===== config.mk =====
export PLATFORM = sky130hd
export DESIGN_NAME = multicycle_controller
export DESIGN_NICKNAME = d
export VERILOG_FILES = /design/src/rtl/multicycle_controller.sv
export SDC_FILE = /design/constraint.sdc
export NUM_CORES = 1
export LEC_CHECK = 0
export BUFFER_PORTS_ARGS = -buffer_cell sky130_fd_sc_hd__buf_2
export CORE_MARGIN = 2
export CORE_UTILIZATION = 50
export DETAILED_ROUTE_END_ITERATION = 8
export PLACE_DENSITY = 0.77
export SLEW_MARGIN = 15
export SYNTH_ARGS = -nofsm -noshare
export SYNTH_HDL_FRONTEND = slang
export SYNTH_SLANG_ARGS = --single-unit

===== constraint.sdc =====
create_clock -name clk -period 2.19 [get_ports clk]
set_input_delay 0.438 -clock clk [delete_from_list [all_inputs] [get_ports clk]]
set_output_delay 0.438 -clock clk [all_outputs]
set_load 0.02 [all_outputs]

===== src/rtl/multicycle_controller.sv =====
// Multicycle FETCH/DECODE/EXEC/MEM/WB sequencer for the MIPS32 datapath.
// Strobes are decoded combinationally from the registered state and the held IR fields.
module multicycle_controller #(
  parameter int unsigned WAIT_LIMIT = 15,
  parameter int unsigned CNT_W      = 32
) (
  input  logic             clk,
  input  logic             reset,
  input  logic [5:0]       opcode,
  input  logic [5:0]       funct,
  input  logic             zero,
  input  logic             mem_ready,
  output logic             mem_read,
  output logic             mem_write,
  output logic             mem_addr_sel,
  output logic             ir_write,
  output logic             reg_write,
  output logic             reg_dst,
  output logic             to_reg,
  output logic             link,
  output logic             pc_write,
  output logic [1:0]       pc_src,
  output logic [2:0]       state,
  output logic             fault,
  output logic [CNT_W-1:0] instr_retired
);

  typedef enum logic [2:0] {
    StFetch  = 3'd0,
    StDecode = 3'd1,
    StExec   = 3'd2,
    StMem    = 3'd3,
    StWb     = 3'd4,
    StFault  = 3'd7
  } state_e;

  localparam logic [5:0] OpRtype = 6'b000000;
  localparam logic [5:0] OpJ     = 6'b000010;
  localparam logic [5:0] OpJal   = 6'b000011;
  localparam logic [5:0] OpBeq   = 6'b000100;
  localparam logic [5:0] OpBne   = 6'b000101;
  localparam logic [5:0] OpLw    = 6'b100011;
  localparam logic [5:0] OpSw    = 6'b101011;
  localparam logic [5:0] FnJr    = 6'b001000;

  localparam int unsigned     WaitW    = (WAIT_LIMIT > 1) ? $clog2(WAIT_LIMIT) : 1;
  // Count value seen on the last permitted wait cycle; only meaningful when WAIT_LIMIT != 0.
  localparam logic [WaitW-1:0] WaitLast = WaitW'(WAIT_LIMIT - 1);

  state_e             state_q, state_d;
  logic               fault_q;
  logic [WaitW-1:0]   wait_cnt_q, wait_cnt_d;
  logic [CNT_W-1:0]   instr_retired_q;

  logic is_rtype, is_j, is_jal, is_beq, is_bne, is_lw, is_sw, is_imm, is_legal, wait_hit;

  assign is_rtype = (opcode == OpRtype);
  assign is_j     = (opcode == OpJ);
  assign is_jal   = (opcode == OpJal);
  assign is_beq   = (opcode == OpBeq);
  assign is_bne   = (opcode == OpBne);
  assign is_lw    = (opcode == OpLw);
  assign is_sw    = (opcode == OpSw);
  assign is_imm   = (opcode[5:3] == 3'b001);
  assign is_legal = is_rtype | is_j | is_jal | is_beq | is_bne | is_lw | is_sw | is_imm;
  assign wait_hit = (WAIT_LIMIT != 0) && (wait_cnt_q == WaitLast);

  always_comb begin
    state_d      = state_q;
    wait_cnt_d   = '0;
    mem_read     = 1'b0;
    mem_write    = 1'b0;
    mem_addr_sel = 1'b0;
    ir_write     = 1'b0;
    reg_write    = 1'b0;
    reg_dst      = 1'b0;
    to_reg       = 1'b0;
    link         = 1'b0;
    pc_write     = 1'b0;
    pc_src       = 2'b00;

    if (reset) begin
      state_d = StFetch;
    end else begin
      case (state_q)
        StFetch: begin
          mem_read = 1'b1;
          if (mem_ready) begin
            ir_write = 1'b1;
            state_d  = StDecode;
          end else if (wait_hit) begin
            state_d = StFault;
          end else begin
            wait_cnt_d = wait_cnt_q + WaitW'(1);
          end
        end
        StDecode: state_d = is_legal ? StExec : StFault;
        StExec: begin
          if (is_j || is_jal) begin
            pc_write  = 1'b1;
            pc_src    = 2'b10;
            reg_write = is_jal;
            link      = is_jal;
            state_d   = StFetch;
          end else if (is_rtype && (funct == FnJr)) begin
            pc_write = 1'b1;
            pc_src   = 2'b11;
            state_d  = StFetch;
          end else if (is_beq || is_bne) begin
            pc_write = 1'b1;
            // Branch taken when the equality result matches the branch sense.
            pc_src   = ((zero == is_beq)) ? 2'b01 : 2'b00;
            state_d  = StFetch;
          end else if (is_lw || is_sw) begin
            state_d = StMem;
          end else begin
            state_d = StWb;
          end
        end
        StMem: begin
          mem_addr_sel = 1'b1;
          mem_read     = is_lw;
          mem_write    = ~is_lw;
          if (mem_ready) begin
            if (is_lw) begin
              state_d = StWb;
            end else begin
              pc_write = 1'b1;
              state_d  = StFetch;
            end
          end else if (wait_hit) begin
            state_d = StFault;
          end else begin
            wait_cnt_d = wait_cnt_q + WaitW'(1);
          end
        end
        StWb: begin
          reg_write = 1'b1;
          pc_write  = 1'b1;
          to_reg    = is_lw;
          reg_dst   = is_rtype;
          state_d   = StFetch;
        end
        StFault: state_d = StFault;
        default: state_d = StFault;
      endcase
    end
  end

  always_ff @(posedge clk) begin
    if (reset) begin
      state_q         <= StFetch;
      fault_q         <= 1'b0;
      wait_cnt_q      <= '0;
      instr_retired_q <= '0;
    end else begin
      state_q    <= state_d;
      fault_q    <= (state_d == StFault);
      wait_cnt_q <= wait_cnt_d;
      if (pc_write) begin
        instr_retired_q <= instr_retired_q + CNT_W'(1);
      end
    end
  end

  assign state         = state_q;
  assign fault         = fault_q;
  assign instr_retired = instr_retired_q;

endmodule


== Word-level counts from Yosys, hierarchy flattened ==
Index checks and enable logic that the tools add are counted.

* $add $sub $neg: 2
* Eq/ne operators: 15
* Muxes and demuxes: 42
* Bitwise operators: 9
* Reduce and logical (&&, ||, !) cells: 8

{| class="wikitable"
|+ Operators with widths
! cell !! count
|-
| adder 32 x 1 -> 32 bit (second input constant) || 1
|-
| 2-to-1 mux 3 bit || 10
|-
| 2-to-1 mux 1 bit || 24
|-
| one-hot mux 3 bit (5 select lines) || 1
|-
| == test 6 x 2 -> 1 bit (second input constant) || 2
|-
| == test 6 x 3 -> 1 bit (second input constant) || 2
|-
| == test 6 bit (second input constant) || 2
|-
| 2-to-1 mux 2 bit || 4
|-
| bitwise OR 1 bit || 7
|-
| == test 3 x 1 -> 1 bit (second input constant) || 2
|-
| == test 3 x 2 -> 1 bit (second input constant) || 2
|-
| == test 3 bit (second input constant) || 2
|-
| == test 6 x 4 -> 1 bit (second input constant) || 1
|-
| logical NOT 6 bit || 1
|-
| adder 4 x 1 -> 4 bit (second input constant) || 1
|-
| == test 4 bit (second input constant) || 1
|-
| one-hot mux 1 bit (2 select lines) || 2
|-
| OR reduction 4 bit || 1
|-
| logical NOT 3 bit || 1
|-
| logical OR 1 bit || 3
|-
| one-hot mux 1 bit (3 select lines) || 1
|-
| inverter 1 bit || 2
|-
| OR reduction 2 bit || 1
|-
| == test 1 bit || 1
|-
| logical AND 1 bit || 1
|}

* Bits in registers: 40
* Input bits: 16
* Word-level logic and storage cells: 80

== Logic depth before layout (Yosys ltp) ==
* Depth after elaboration: 12
* Gate-level depth with buffers: 8
* Depth with buffers taken out: 8

== Least setup slack after synthesis ==
Ideal clock, no wire load.

* Path type: register -> output
* From: register state_q[1] (netlist: state[1])
* To: output port mem_write
* Arrival: 1.789 ns
* Data required time: 1.752 ns
* Setup slack: -0.037 ns
* Stages on the path, launching flop included: 5
* Cell sequence: dfxtp_1 clkbuf_1 nand2_1 nor3_1 nor2b_1

* Cells in the longest elaborated chain, start to end: 3

{| class="wikitable"
|+ Ends and longest elaborated chain
! what !! line !! text
|-
| start, declared || 50 || <nowiki>state_e state_q, state_d;</nowiki>
|-
| start signal, assigned || 152 || <nowiki>state_q <= StFetch;</nowiki>
|-
| start signal, assigned || 157 || <nowiki>state_q <= state_d;</nowiki>
|-
| == test 3 x 2 -> 1 bit || 85 || <nowiki>case (state_q)</nowiki>
|-
| 2-to-1 mux 1 bit || 85 ||
|-
| 2-to-1 mux 1 bit || 82 || <nowiki>if (reset) begin</nowiki>
|-
| end, declared || 14 || <nowiki>output logic mem_write,</nowiki>
|}

No other way between the ends.

== Final worst setup path ==
* From: input port opcode[5]
* To: output port pc_write

* Cells in the longest elaborated chain, start to end: 7
* Elaborated cells between the ends (all ways): 16
* Classes of those cells: eq/ne (5); mux (7); reduce/logical (4)

{| class="wikitable"
|+ Ends and longest elaborated chain
! what !! line !! text
|-
| start, declared || 9 || <nowiki>input logic [5:0] opcode,</nowiki>
|-
| == test 6 x 3 -> 1 bit (on tied branches) || 60, 61 ||
|-
| logical OR 1 bit || 109 || <nowiki>end else if (is_beq || is_bne) begin</nowiki>
|-
| 2-to-1 mux 1 bit || 109 ||
|-
| 2-to-1 mux 1 bit || 105 || <nowiki>end else if (is_rtype && (funct == FnJr)) begin</nowiki>
|-
| 2-to-1 mux 1 bit || 99 || <nowiki>if (is_j || is_jal) begin</nowiki>
|-
| one-hot mux 1 bit (3 select lines) (*) || 85 ||
|-
| 2-to-1 mux 1 bit (*) || 82 ||
|-
| end, declared || 21 || <nowiki>output logic pc_write,</nowiki>
|}

Mark *: on every way between the ends. The rest lies on a longest branch, timed or not.

==> summary.md <==
| Metric | Value |
|---|---|
| CTS clock-pin slew for the worst setup and hold paths | 0.07 ns |
| Crit Path Max Fanout | 6 |
| Share of total power in combinational logic | 26.8% |
| Clock tree from TritonCTS | yes |
| CTS sink cnt | 40 |
| Buffer type at the clock tree root | sky130_fd_sc_hd__clkbuf_8 |
| Via count of the first global-routing pass | 1997 |
| Pwr Total | 1.665 mW |
| Slew of the pin with the lowest slew margin | 0.4443 ns |
| Flip-flop and latch count after synthesis | 40 |
| I/O Pins | 63 |
| Worst slew margin relative to its limit | 70.29% |
| Lkg Pwr | 1.185 nW |
| Number of nets still failing antenna checks after routing | 0 |
| Async S/R FF share, synth | 0% |
| Vertical die dimension | 69.19 um |
| Area delta synth->final | 31.86% |
| Routed wire length | 5085 um |
| Count of standard-cell rows | 23 |
| Critical path required time | 1.75 ns |
| Remaining design rule violation count | 0 |
| Cell count after synthesis | 263 |
| Number of enable flip-flop cells after synthesis | 0 |
| Layout cell share with drive strength beyond 1 | 32.09% |
| Number of max-cap violations | 0 |
| Wire length of the first global-routing pass | 8742 um |
| Net switching power figure | 0.5111 mW |
| Latest clock arrival within the worst-skew pair | 0.28 ns |
| Average footprint of a synthesized cell | 8.078 um^2 |
| Overflow after GRT | 0 |
| Number of warnings printed during yosys synthesis | 0 |
| Internal power | 1.154 mW |
| Number of antenna diodes | 0 |
| Overall routing resource usage | 21.48% |
| Post-synth net total | 282 |
| Leading cell types by total area after synthesis | sky130_fd_sc_hd__dfxtp_1, sky130_fd_sc_hd__o21ai_0, sky130_fd_sc_hd__xor2_1, sky130_fd_sc_hd__nor2_1, sky130_fd_sc_hd__a21oi_1 |
| Port buffer count | 62 |
| Post-layout util | 69.04% |
| Period Utilization, post-route | 96.32% |
| Initial detailed-routing violation count | 146 |
| Net switching fraction of the power | 30.69% |
| Type of destination of the critical path | output port |
| Min setup slack post-route | 0.08069 ns |
| Count of endpoints failing setup in the final report | 0 |
| Unrepaired setup endpoints after global routing | no |
| Pre-CTS WS | -0.1849 ns |
| Top-area cell type share of the netlist area | 37.69% |
| Highest ir drop seen on vdd | 407.3 uV |
| Core region area | 4058 um^2 |
| Crit start category | input port |
| Total clock buffers created by CTS | 5 |
| Total Nets Final | 370 |
| Final max-slew violation count | 0 |
| Share of total power in sequential cells | 47.6% |
| Final period demand of the worst path | 2.109 ns |
| Largest net degree at the start of global routing | 37 |
| Initial core utilization | 52.36% |
| Buffer depth of the longest clock path | 2 |
| RD Place Congestion | 0.8761 |
| Part of the Yosys area used for sequential elements | 37.69% |
| First-pass iteration count of the detailed router | 4 |
| Via-per-instance ratio | 5.536 |
| Setup clock skew after layout | 0.006990 ns |
| Htree depth | 2 |
| Ys flop type | sky130_fd_sc_hd__dfxtp_1 |
| Outcome | completed |
| Power density of the placed cells | 594.5 nW/um^2 |
| Count of endpoints failing hold in the final timing report | 0 |
| Area leader, netlist | sky130_fd_sc_hd__dfxtp_1 |
| Area of the die | 4787 um^2 |
| Number of distinct library cells after synthesis | 44 |
| Netlist Area Pre-Place | 2125 um^2 |
| Setup Crit Path Kind | input port to output port |
| Horizontal extent of the die | 69.19 um |
| Portion of total power attributed to the clock network | 25.6% |
| Detail-routed net length per standard cell | 12.74 um |
| Initial antenna violation count | 0 |
| Maximum clock frequency | 474.1 MHz |
| Kind of path behind the tightest hold check | register to register |
| Via count | 2209 |
| Sum of net half-perimeters after detailed placement | 3775 um |
| Data arrival time of the critical path | 1.67 ns |
cell usage after synthesis (2+ instances only):
cell	instances
sky130_fd_sc_hd__dfxtp_1	40
sky130_fd_sc_hd__nor2_1	27
sky130_fd_sc_hd__o21ai_0	25
sky130_fd_sc_hd__a21oi_1	20
sky130_fd_sc_hd__nand2_1	16
sky130_fd_sc_hd__or3_1	14
sky130_fd_sc_hd__xor2_1	12
sky130_fd_sc_hd__inv_1	10
sky130_fd_sc_hd__nand4_1	10
sky130_fd_sc_hd__nand3_1	9
sky130_fd_sc_hd__clkbuf_1	8
sky130_fd_sc_hd__and3_1	5
sky130_fd_sc_hd__nor2b_1	5
sky130_fd_sc_hd__nor3_1	5
sky130_fd_sc_hd__o2111ai_1	5
sky130_fd_sc_hd__o31ai_1	4
sky130_fd_sc_hd__or4_1	4
sky130_fd_sc_hd__xnor2_1	4
sky130_fd_sc_hd__and2_1	3
sky130_fd_sc_hd__ha_1	3
sky130_fd_sc_hd__nor4_1	3
sky130_fd_sc_hd__a21boi_0	2
sky130_fd_sc_hd__and4_1	2
sky130_fd_sc_hd__buf_2	2
sky130_fd_sc_hd__nand2b_1	2
sky130_fd_sc_hd__o211ai_1	2
sky130_fd_sc_hd__o21ai_2	2
sky130_fd_sc_hd__o22ai_1	2
sky130_fd_sc_hd__or3_4	2
layer usage:
metal  track usage (%)  part of all wire [%]
met1             27.31                    46
met2             37.18                    48
met3             4.651                   5.1
met4             5.011                  0.41
met5                 0                     0
worst max-delay path: stages:
cell	delay, ns
sky130_fd_sc_hd__buf_2	0.11
sky130_fd_sc_hd__buf_4	0.11
sky130_fd_sc_hd__nand4b_1	0.17
sky130_fd_sc_hd__nor3_4	0.23
sky130_fd_sc_hd__buf_4	0.15
sky130_fd_sc_hd__o21ai_4	0.09
sky130_fd_sc_hd__nor2_2	0.15
sky130_fd_sc_hd__inv_1	0.06
sky130_fd_sc_hd__buf_4	0.15
metrics by stage:
stage                     setup TNS (ns)  hold WS [ns]  std cells  cell area (um^2)
after floorplan                        0        0.4297        263              2130
after global placement           -0.8239        0.4464        390              2646
after detailed placement          -2.291        0.4574        390              2646
after CTS                              0        0.4727        396              2749
after global routing                   0        0.5129        399              2801
final                                  0        0.4646        399              2801
sequential cells by signal (all words and copies together) (netlist names):
name and cells:
fault 1, instr_retired 32, state 3, wait_cnt_q 4
worst paths after layout:
path / from / end / slack (ns) / depth (start not counted)
max: opcode[5] / pc_write / 0.08 / 9
min: wait_cnt_q[0] / wait_cnt_q[0] / 0.46 / 1
max reg2reg: state[0] / instr_retired[21] / 0.16 / 7
min reg2reg: wait_cnt_q[0] / wait_cnt_q[0] / 0.46 / 1
cell usage in the layout (no fill, tap or decap), types with 2 or more instances in the layout:
| master | instances |
|---|---|
| sky130_fd_sc_hd__buf_2 | 61 |
| sky130_fd_sc_hd__dfxtp_1 | 39 |
| sky130_fd_sc_hd__buf_4 | 30 |
| sky130_fd_sc_hd__nor2_1 | 26 |
| sky130_fd_sc_hd__o21ai_0 | 24 |
| sky130_fd_sc_hd__a21oi_1 | 20 |
| sky130_fd_sc_hd__nand2_1 | 16 |
| sky130_fd_sc_hd__or3_1 | 14 |
| sky130_fd_sc_hd__xor2_1 | 12 |
| sky130_fd_sc_hd__nand4_1 | 10 |
| sky130_fd_sc_hd__inv_1 | 10 |
| sky130_fd_sc_hd__nand3_1 | 9 |
| sky130_fd_sc_hd__nor2b_1 | 5 |
| sky130_fd_sc_hd__o2111ai_1 | 5 |
| sky130_fd_sc_hd__clkbuf_8 | 5 |
| sky130_fd_sc_hd__and3_1 | 4 |
| sky130_fd_sc_hd__o31ai_1 | 4 |
| sky130_fd_sc_hd__or4_1 | 4 |
| sky130_fd_sc_hd__xnor2_1 | 4 |
| sky130_fd_sc_hd__nor4_1 | 3 |
| sky130_fd_sc_hd__and2_1 | 3 |
| sky130_fd_sc_hd__ha_1 | 3 |
| sky130_fd_sc_hd__nor3_4 | 2 |
| sky130_fd_sc_hd__nor3_1 | 2 |
| sky130_fd_sc_hd__nand2b_1 | 2 |
| sky130_fd_sc_hd__or3_4 | 2 |
| sky130_fd_sc_hd__nor3_2 | 2 |
| sky130_fd_sc_hd__and4_1 | 2 |
| sky130_fd_sc_hd__o211ai_1 | 2 |
| sky130_fd_sc_hd__o22ai_1 | 2 |
area by class of cell:
cell class / instances / area (um^2)
clock buffers: 5 / 68.82
well taps: 50 / 62.56
multi-input cells: 202 / 1289
fillers: 364 / 1256
repair buffers: 92 / 541.8
flip-flops and latches: 40 / 802.0
inverters: 10 / 37.54
power by group through the flow:
stage                     combinational [mW]  sequential (mW)  clock (mW)
after floorplan                        0.245            0.841           0
after global placement                 0.421            0.807           0
after detailed placement               0.428            0.808           0
after CTS                              0.435            0.792       0.443
after global routing                   0.493            0.798       0.468
final                                  0.447            0.792       0.426
cells by family (layout without fill, tap and decap cells):
group | count (synthesis) | after routing | share of synthesized area (%)
xor gates and xnor gates | 16 | 16 | 6.596
DFF | 40 | 40 | 37.69
AOI/OAI and AO/OA | 70 | 70 | 20.67
adders and majority gates | 3 | 3 | 1.767
and+or+nand+nor | 113 | 113 | 29.09
buffers and inverters | 21 | 107 | 4.182
repair_timing:
action                     CTS  global route
hold buffers                 0             0
setup endpoints to repair    2             5
gates resized for setup      5             9
setup buffers                1             3
gates cloned                 0             0
pin swaps                    0             3
(Power assumes the default switching activity.)
